[config.mk]
export PLATFORM = sky130hd
export DESIGN_NAME = przesuniecie_sekw
export DESIGN_NICKNAME = d
export VERILOG_FILES = /design/src/rtl/przesuniecie_pkg.sv /design/src/rtl/przesuniecie_krok.sv /design/src/rtl/przesuniecie_sekw.sv
export SDC_FILE = /design/constraint.sdc
export NUM_CORES = 1
export LEC_CHECK = 0
export ABC_AREA = 1
export CAP_MARGIN = 15
export CORE_ASPECT_RATIO = 0.5
export CORE_MARGIN = 2
export CORE_UTILIZATION = 43
export DETAILED_ROUTE_END_ITERATION = 8
export PLACE_DENSITY = 0.68
export SLEW_MARGIN = 20
export SYNTH_ARGS = -nofsm -noshare
export SYNTH_HDL_FRONTEND = slang
export SYNTH_SLANG_ARGS = --single-unit
[constraint.sdc]
create_clock -name i_clk -period 5.9 [get_ports i_clk]
set_input_delay 1.18 -clock i_clk [delete_from_list [all_inputs] [get_ports i_clk]]
set_output_delay 1.18 -clock i_clk [all_outputs]
set_load 0.01 [all_outputs]
[src/rtl/przesuniecie_pkg.sv]
// Shared types for the sequential arithmetic shifter przesuniecie_sekw.
// Sticky bit positions apply when PRZESUNIECIE_STICKY_FLAGS_EN is defined.
package przesuniecie_pkg;

    typedef enum logic [1:0] {
        ASL = 2'b00,
        ASR = 2'b01,
        LSR = 2'b10,
        ROL = 2'b11
    } shift_mode_t;

    typedef enum logic [1:0] {
        IDLE  = 2'b00,
        SHIFT = 2'b01,
        DONE  = 2'b10
    } state_t;

    localparam int STICKY_ERR = 0;
    localparam int STICKY_OVF = 1;

endpackage

[src/rtl/przesuniecie_krok.sv]
// Combinational single-step shifter: moves value by s (0..STEP) bits in the
// selected mode and reports whether an ASL step dropped significant bits.
module przesuniecie_krok
    import przesuniecie_pkg::*;
#(
    parameter int BITS = 32,
    parameter int STEP = 4
) (
    input  logic [BITS-1:0]             value,
    input  shift_mode_t                 mode,
    input  logic [$clog2(STEP+1)-1:0]   s,
    output logic [BITS-1:0]             result,
    output logic                        step_ovf
);

    logic signed [BITS-1:0] value_s;

    assign value_s = value;

    always_comb begin
        result = value;
        unique case (mode)
            ASL:     result = value << s;
            ASR:     result = value_s >>> s;
            LSR:     result = value >> s;
            ROL:     result = (value << s) | (value >> (BITS - int'(s)));
            default: result = value;
        endcase
    end

    // Any of the s bits below the MSB that differs from it is lost significance.
    always_comb begin
        step_ovf = 1'b0;
        for (int i = 1; i <= STEP; i++) begin
            if ((i <= int'(s)) && (value[BITS-1-i] != value[BITS-1]))
                step_ovf = 1'b1;
        end
        if (mode != ASL)
            step_ovf = 1'b0;
    end

endmodule

[src/rtl/przesuniecie_sekw.sv]
// Multi-cycle arithmetic/logical/rotate shifter, STEP bits per clock, with
// valid/ready handshakes. Define PRZESUNIECIE_STICKY_FLAGS_EN for sticky flags.
module przesuniecie_sekw
    import przesuniecie_pkg::*;
#(
    parameter int BITS = 32,
    parameter int STEP = 4
) (
    input  logic            i_clk,
    input  logic            i_rst,
    input  logic            i_valid,
    output logic            o_ready,
    input  logic [1:0]      i_mode,
    input  logic [BITS-1:0] i_arg_A,
    input  logic [BITS-1:0] i_arg_B,
    output logic            o_valid,
    input  logic            i_ready,
    output logic [BITS-1:0] o_result,
    output logic            o_error,
`ifdef PRZESUNIECIE_STICKY_FLAGS_EN
    input  logic            i_sticky_clr,
    output logic [1:0]      o_sticky,
`endif
    output logic            o_overflow
);

    localparam int RW = $clog2(BITS + 1);
    localparam int SW = $clog2(STEP + 1);
    localparam logic [BITS-1:0] LIM    = BITS'(BITS);
    localparam logic [RW-1:0]   STEP_R = RW'(STEP);

    state_t            state, state_nx;
    shift_mode_t       mode_in, mode_r;
    logic [RW-1:0]     rem, rem_nx;
    logic [SW-1:0]     s_cur;
    logic [BITS-1:0]   acc, step_res, rol_mod;
    logic              err_r, ovf_r, step_ovf;
    logic              accept, handoff, b_neg, b_zero, b_big, rol_zero, imm_done;

    assign mode_in  = shift_mode_t'(i_mode);
    assign accept   = o_ready & i_valid;
    assign handoff  = (state == DONE) & i_ready;
    assign b_neg    = i_arg_B[BITS-1];
    assign b_zero   = (i_arg_B == '0);
    assign b_big    = !b_neg && (i_arg_B >= LIM);
    assign rol_mod  = i_arg_B % LIM;
    assign rol_zero = (rol_mod == '0);
    // A large ROL amount only completes at once when it is a whole number of turns.
    assign imm_done = b_neg | b_zero | (b_big & ((mode_in != ROL) | rol_zero));

    assign s_cur  = (rem < STEP_R) ? rem[SW-1:0] : SW'(STEP);
    assign rem_nx = rem - RW'(s_cur);

    przesuniecie_krok #(
        .BITS (BITS),
        .STEP (STEP)
    ) u_krok (
        .value    (acc),
        .mode     (mode_r),
        .s        (s_cur),
        .result   (step_res),
        .step_ovf (step_ovf)
    );

    always_ff @(posedge i_clk or posedge i_rst) begin
        if (i_rst)
            state <= IDLE;
        else
            state <= state_nx;
    end

    always_comb begin
        state_nx = state;
        unique case (state)
            IDLE:    if (accept) state_nx = imm_done ? DONE : SHIFT;
            SHIFT:   if (rem_nx == '0) state_nx = DONE;
            DONE:    if (i_ready) state_nx = IDLE;
            default: state_nx = IDLE;
        endcase
    end

    always_comb begin
        o_ready    = (state == IDLE);
        o_valid    = (state == DONE);
        o_result   = acc;
        o_error    = err_r;
        o_overflow = ovf_r;
    end

    always_ff @(posedge i_clk or posedge i_rst) begin
        if (i_rst) begin
            acc    <= '0;
            err_r  <= 1'b0;
            ovf_r  <= 1'b0;
            rem    <= '0;
            mode_r <= ASL;
        end else begin
            unique case (state)
                IDLE: begin
                    if (accept) begin
                        mode_r <= mode_in;
                        err_r  <= b_neg;
                        ovf_r  <= 1'b0;
                        rem    <= i_arg_B[RW-1:0];
                        acc    <= i_arg_A;
                        if (b_neg) begin
                            acc <= '0;
                        end else if (b_big) begin
                            unique case (mode_in)
                                ASL: begin
                                    acc   <= '0;
                                    ovf_r <= (i_arg_A != '0);
                                end
                                ASR:     acc <= {BITS{i_arg_A[BITS-1]}};
                                LSR:     acc <= '0;
                                ROL:     rem <= rol_mod[RW-1:0];
                                default: acc <= i_arg_A;
                            endcase
                        end
                    end
                end
                SHIFT: begin
                    acc   <= step_res;
                    ovf_r <= ovf_r | step_ovf;
                    rem   <= rem_nx;
                end
                default: ;
            endcase
        end
    end

`ifdef PRZESUNIECIE_STICKY_FLAGS_EN
    // A flag arriving on the hand-off edge survives a simultaneous clear.
    always_ff @(posedge i_clk or posedge i_rst) begin
        if (i_rst) begin
            o_sticky <= 2'b00;
        end else if (handoff) begin
            o_sticky[STICKY_ERR] <= (o_sticky[STICKY_ERR] & ~i_sticky_clr) | err_r;
            o_sticky[STICKY_OVF] <= (o_sticky[STICKY_OVF] & ~i_sticky_clr) | ovf_r;
        end else if (i_sticky_clr) begin
            o_sticky <= 2'b00;
        end
    end
`else
    logic unused_handoff;
    assign unused_handoff = handoff;
`endif

endmodule

# Word level (Yosys, flattened, before mapping)
# Cells that the tools add are included.
dict set report classes {
  add_sub_neg 2
  n_lt_le_gt_ge 6
  n_eq_ne 16
  shifts 4
  mux 27
  bitwise 7
  reduce_logical 19
}
# operator count
set op_table {}
lappend op_table {{$pmux 32 s2} 2}
lappend op_table {{$pmux 32 s4} 1}
lappend op_table {{$mux 32} 3}
lappend op_table {{$logic_not 32->1} 2}
lappend op_table {{$ge 32x6->1 const B} 1}
lappend op_table {{$or 32x32->32} 1}
lappend op_table {{$reduce_bool 32->1} 1}
lappend op_table {{$shl 32x3->32} 1}
lappend op_table {{$shr 32x3->32} 1}
lappend op_table {{$shr 32x32->32} 1}
lappend op_table {{$sshr 32x3->32} 1}
lappend op_table {{$mux 6} 4}
lappend op_table {{$pmux 6 s2} 1}
lappend op_table {{$eq 2x2->1 const B} 5}
lappend op_table {{$mux 1} 9}
lappend op_table {{$mux 2} 4}
lappend op_table {{$sub 6x3->7 const A} 1}
lappend op_table {{$eq 2x1->1 const B} 3}
lappend op_table {{$le 2x3->1 const A} 2}
lappend op_table {{$logic_not 2->1} 3}
lappend op_table {{$logic_not 6->1} 1}
lappend op_table {{$lt 6x3->1 const B} 1}
lappend op_table {{$pmux 2 s3} 1}
lappend op_table {{$sub 6x3->6} 1}
lappend op_table {{15 further kinds} 30}
dict set report word_totals {
  register_bits 44
  input_bits 70
  out_inout_bits 36
  word_cells 87
}

# Longest topological paths before layout
dict set report depth {
  word_depth 11
  mapped_depth 18
  depth_no_buf 15
}

# Modules after synthesis
# Synthesis repeated with hierarchy kept, for this count alone.
dict set report unflattened {
  hier_cells 1281
  area_unflattened_um2 6880.3
}
# mod n_inst cells_each area_each_um2
set modules_own_cells {}
lappend modules_own_cells {przesuniecie_krok 1 755 3498.4}
lappend modules_own_cells {przesuniecie_sekw 1 526 3382.0}

# Worst setup path before layout
# No wires, ideal clock.
dict set report synth_path {
  kind {reg2reg}
  from {register rem[3]}
  to {register acc[9], in the netlist o_result[9]}
  setup_time_ns 0.120
  t_arrival_ns 2.643
  slack_ns 3.136
  path_stages_with_launch 17
  synth_period_minus_slack_ns 2.764
  cell_sequence {dfrtp_1 nor2_4 nand2_4 nor2_2 buf_4 buf_4 ha_1 inv_1 clkbuf_1 clkbuf_1 nand2_1 o21ai_0 nand2_1 nand3_1 a21oi_1 o21ai_1 nand2_1}
}
dict set report synth_via {
  elab_chain_len 7
  word_cells_on_any_way 10
}
# item line_no
set synth_lines {}
lappend synth_lines {{from (decl)} przesuniecie_sekw.sv:34} ;# logic [RW-1:0] rem, rem_nx;
lappend synth_lines {{from (signal assigned)} przesuniecie_sekw.sv:104} ;# rem <= i_arg_B[RW-1:0];
lappend synth_lines {{from (signal assigned)} przesuniecie_sekw.sv:116} ;# ROL: rem <= rol_mod[RW-1:0];
lappend synth_lines {{from (signal assigned)} przesuniecie_sekw.sv:125} ;# rem <= rem_nx;
lappend synth_lines {{$lt 6x3->1 (*)} przesuniecie_sekw.sv:51} ;# assign s_cur = (rem < STEP_R) ? rem[SW-1:0] : SW'(STEP);
lappend synth_lines {{$mux 3 (*)} przesuniecie_sekw.sv:51}
lappend synth_lines {{$sub 6x3->7} przesuniecie_krok.sv:26} ;# ROL: result = (value << s) | (value >> (BITS - int'(s)));
lappend synth_lines {{$shr 32x32->32} przesuniecie_krok.sv:26}
lappend synth_lines {{$or 32x32->32} przesuniecie_krok.sv:26}
lappend synth_lines {{$pmux 32 s4 (*)} przesuniecie_krok.sv:22} ;# unique case (mode)
lappend synth_lines {{$pmux 32 s2 (*)} przesuniecie_sekw.sv:98} ;# unique case (state)
lappend synth_lines {{to (signal assigned)} przesuniecie_sekw.sv:105} ;# acc <= i_arg_A;
lappend synth_lines {{to (signal assigned)} przesuniecie_sekw.sv:114} ;# ASR: acc <= {BITS{i_arg_A[BITS-1]}};
lappend synth_lines {{to (signal assigned)} przesuniecie_sekw.sv:117} ;# default: acc <= i_arg_A;
lappend synth_lines {{to (decl)} przesuniecie_sekw.sv:36} ;# logic [BITS-1:0] acc, step_res, rol_mod;
# Every way passes the cells marked *; elsewhere a longest branch is shown, timed or not.
# A chain may end at the register's enable or synchronous reset.

# Worst setup path in the final report
dict set report layout_path {
  from {register rem[3]}
  to {register acc[5], in the netlist o_result[5]}
}
# Same word-level chain as after synthesis.

==> reports/results.ini <==
[floorplan]
dieWidth_um = 164.9
die-area_um2 = 13930
core-area_um2 = 12660
number_of_placement_rows = 29
initial_core_util_pct = 43.98
io-pin-count = 106
die_y_um = 84.47

[power_and_ir_drop]
power.share.combinational_pct = 75.0
internal_power_mw = 1.636
cell_area_power_density_nw_per_um2 = 614.5
leakage_component_of_the_power_nw = 3.212
ir_worst_vdd_uv = 283.1
sw_power_mw = 2.534
power_switching_share_pct = 60.77
seq_power_share_pct = 16.4
clkPwrFrac_pct = 8.6

[synth]
synthesis.nets = 1070
synth.avg_cell_area_um2 = 5.591
synth_seq_area_share_pct = 19.77
synth.ff_latch_count = 44
synth_area_leaders = sky130_fd_sc_hd__nand2_1 28%, sky130_fd_sc_hd__dfrtp_1 20%, sky130_fd_sc_hd__nand3_1 8.0%
synth.yosys.warnings = 0
synth_cell_types = 41
count_of_mapped_cells_out_of_synthesis = 996
synthesis.area_um2 = 5569
postSynth.asyncResetShare_pct = 100.0
most_frequently_used_cell_type_in_the_post_synthesis_netlist = sky130_fd_sc_hd__nand2_1
synthTopCellsByCount = 412 x sky130_fd_sc_hd__nand2_1, 89 x sky130_fd_sc_hd__nand3_1, 83 x sky130_fd_sc_hd__inv_1
synth_enable_flop_cells = 0
ys_dominant_reg_cell = sky130_fd_sc_hd__dfrtp_1
synth_top_cell_area_share_pct = 27.77
netlist.top_cell.by_area = sky130_fd_sc_hd__nand2_1

[layout]
flow.area_growth_from_synthesis_pct = 21.84
final_layout_size_suffix_gt1_share_pct = 4.352
design.final.nets = 1130
multi_input_area_um2 = 3841
seq_area_um2 = 1101
fillCellCount = 1341

[cts]
htree_num_levels = 2
worst_setup_hold_path_clk_slew_ps = 70
clock_insertion_delay_worst_skew_ps = 300
tritoncts_num_sinks = 44
clk_root_buffer_cell = sky130_fd_sc_hd__clkbuf_16
tritoncts = built
cts_max_path_buffers = 2
cts_hold_repair.buffers = 0
post-cts-setup-buffer-count = 0
cts-buffers-inserted = 5
ctsResizeCount = 0

[timing]
setup_violations = 0
fin_tns_setup_ps = 0
layout_min_cycle_time_ps = 4178
hold_viol = 0
slew_viol_final = 0
setup_repair_after_global_routing_missed_its_margin = false
max_slew.worst_pin.slew_ps = 1153
final.hold.worst_slack_ps = 499.7
max_freq_mhz = 239.4
timing.slew.headroom_pct = 22.69
fin_worst_skew_ps = 8.594
post-route-period-util_pct = 70.81

[routing]
postRouteWirelength_um = 27530
routed-via-count = 7736
first_pass_iters = 6
drc = 0
detailedRoute.firstIterationViolations = 1202
avgViaCountPerCell = 6.300
drtAntennaViolNets = 0
wl_per_cell_um = 22.41

[placed_design]
place_congestion = 1.065
hpwlAfterDp_um = 20880
port_buffers = 105

[worst_setup_path]
crit_path_start_kind = flip-flop
cp.required_ps = 6130
critical_path_class = reg -> reg
critical_path_fanouts_max = 35
cp-end-kind = flip-flop
regToRegSetupSlack_ps = 1720
cp.arrival_ps = 4410

[flow_run]
drv_cap = 0

[global_routing]
antenna_violations_before_repair = 0
grt_first_pass_wirelength_um = 41770
gr-total-overflow = 0
grt_max_degree = 45
grt_pass1_vias = 7053
overall_routing_resource_usage_pct = 40.00

[min_path]
min-delay-path-class = reg -> reg

[run_status]
run_status = finished, final reports clean

## through the flow
step           worst slack (ps)  utilization, %  cells  power, mW  instance area, µm²
2_1_floorplan              3136               -    996      2.517                5569
3_3_place_gp               1859           52.15   1219      3.657                6604
3_5_place_dp               1888           52.15   1219      3.598                6604
4_1_cts                    1971           53.55   1227      3.961                6782
5_1_grt                    1566           53.56   1227      4.394                6783
6_report                   1722           53.58   1228      4.170                6785
## flip-flops by register name, summed over array words and instances, names as in the netlist
signal / count
o_error: 1
mode_r: 2
o_result: 32
o_overflow: 1
rem: 6
state: 2
## layout make-up
class                   instances  share of cell area, %
diodes                          1                0.03688
clock buffers                   6                  2.047
clock inverters                 2                 0.5716
inverters                      94                  5.219
multi-input cells             800                  56.61
flip-flops and latches         44                  16.23
well taps                     170                  3.135
repair buffers                111                  16.15
## critical path, cell delays in order, from the launching register on
cell	delay (ps)
sky130_fd_sc_hd__dfrtp_1	410
sky130_fd_sc_hd__nor2_4	260
sky130_fd_sc_hd__nand2_4	350
sky130_fd_sc_hd__nor2_2	240
sky130_fd_sc_hd__buf_4	400
sky130_fd_sc_hd__ha_1	310
sky130_fd_sc_hd__buf_4	220
sky130_fd_sc_hd__inv_1	680
sky130_fd_sc_hd__nand3_1	210
sky130_fd_sc_hd__nand2_1	120
sky130_fd_sc_hd__nand2_1	80
sky130_fd_sc_hd__nand2_1	140
sky130_fd_sc_hd__nand4_1	140
sky130_fd_sc_hd__nand3_1	230
sky130_fd_sc_hd__nand2_1	120
sky130_fd_sc_hd__a21boi_1	150
## final timing paths
path,startpoint,to,cells after the start
min reg2reg,o_error,o_error,2
min in group asynchronous,i_rst,o_error,2
max,rem[3],o_result[5],15
max reg2reg,rem[3],o_result[5],15
max in group asynchronous,i_rst,o_result[22],2
min,o_error,o_error,2
## cells by family after synthesis
group           after synthesis  share of synthesized area, %
other cells                   1                       0.06734
simple gates                584                         44.33
xor+xnor                      4                        0.6290
compound gates              207                         22.96
buf+inv                     152                         11.35
fa+ha+maj                     4                        0.8987
flops                        44                         19.77
## per-layer routing
metal,global-route usage (%),wire [µm]
met1,59.46,11750
met2,49.14,9920
met3,21.44,5097
met4,7.747,658
met5,5.594,103
## power groups by stage
stage | Clock (mW) | Combinational (mW) | Sequential, mW
final | 0.359 | 3.13 | 0.683
after CTS | 0.352 | 2.95 | 0.663
after detailed placement | 0 | 2.93 | 0.666
after global placement | 0 | 2.99 | 0.666
after global routing | 0.367 | 3.34 | 0.689
after floorplan | 0 | 1.90 | 0.614
## cell usage in the layout, fill, tap and decap left out, types with 8 or more instances in the layout
cell,n
sky130_fd_sc_hd__o21ai_1,14
sky130_fd_sc_hd__o211ai_1,15
sky130_fd_sc_hd__nor2_1,33
sky130_fd_sc_hd__o21ai_0,56
sky130_fd_sc_hd__a21oi_1,57
sky130_fd_sc_hd__nor4_1,14
sky130_fd_sc_hd__inv_1,82
sky130_fd_sc_hd__nand2_1,412
sky130_fd_sc_hd__a21boi_1,8
sky130_fd_sc_hd__dfrtp_1,44
sky130_fd_sc_hd__o2111ai_1,12
sky130_fd_sc_hd__o221ai_1,20
sky130_fd_sc_hd__nand3_1,89
sky130_fd_sc_hd__clkdlybuf4s50_1,105
sky130_fd_sc_hd__nand4_1,16
Power figures use the tool's default switching activity.
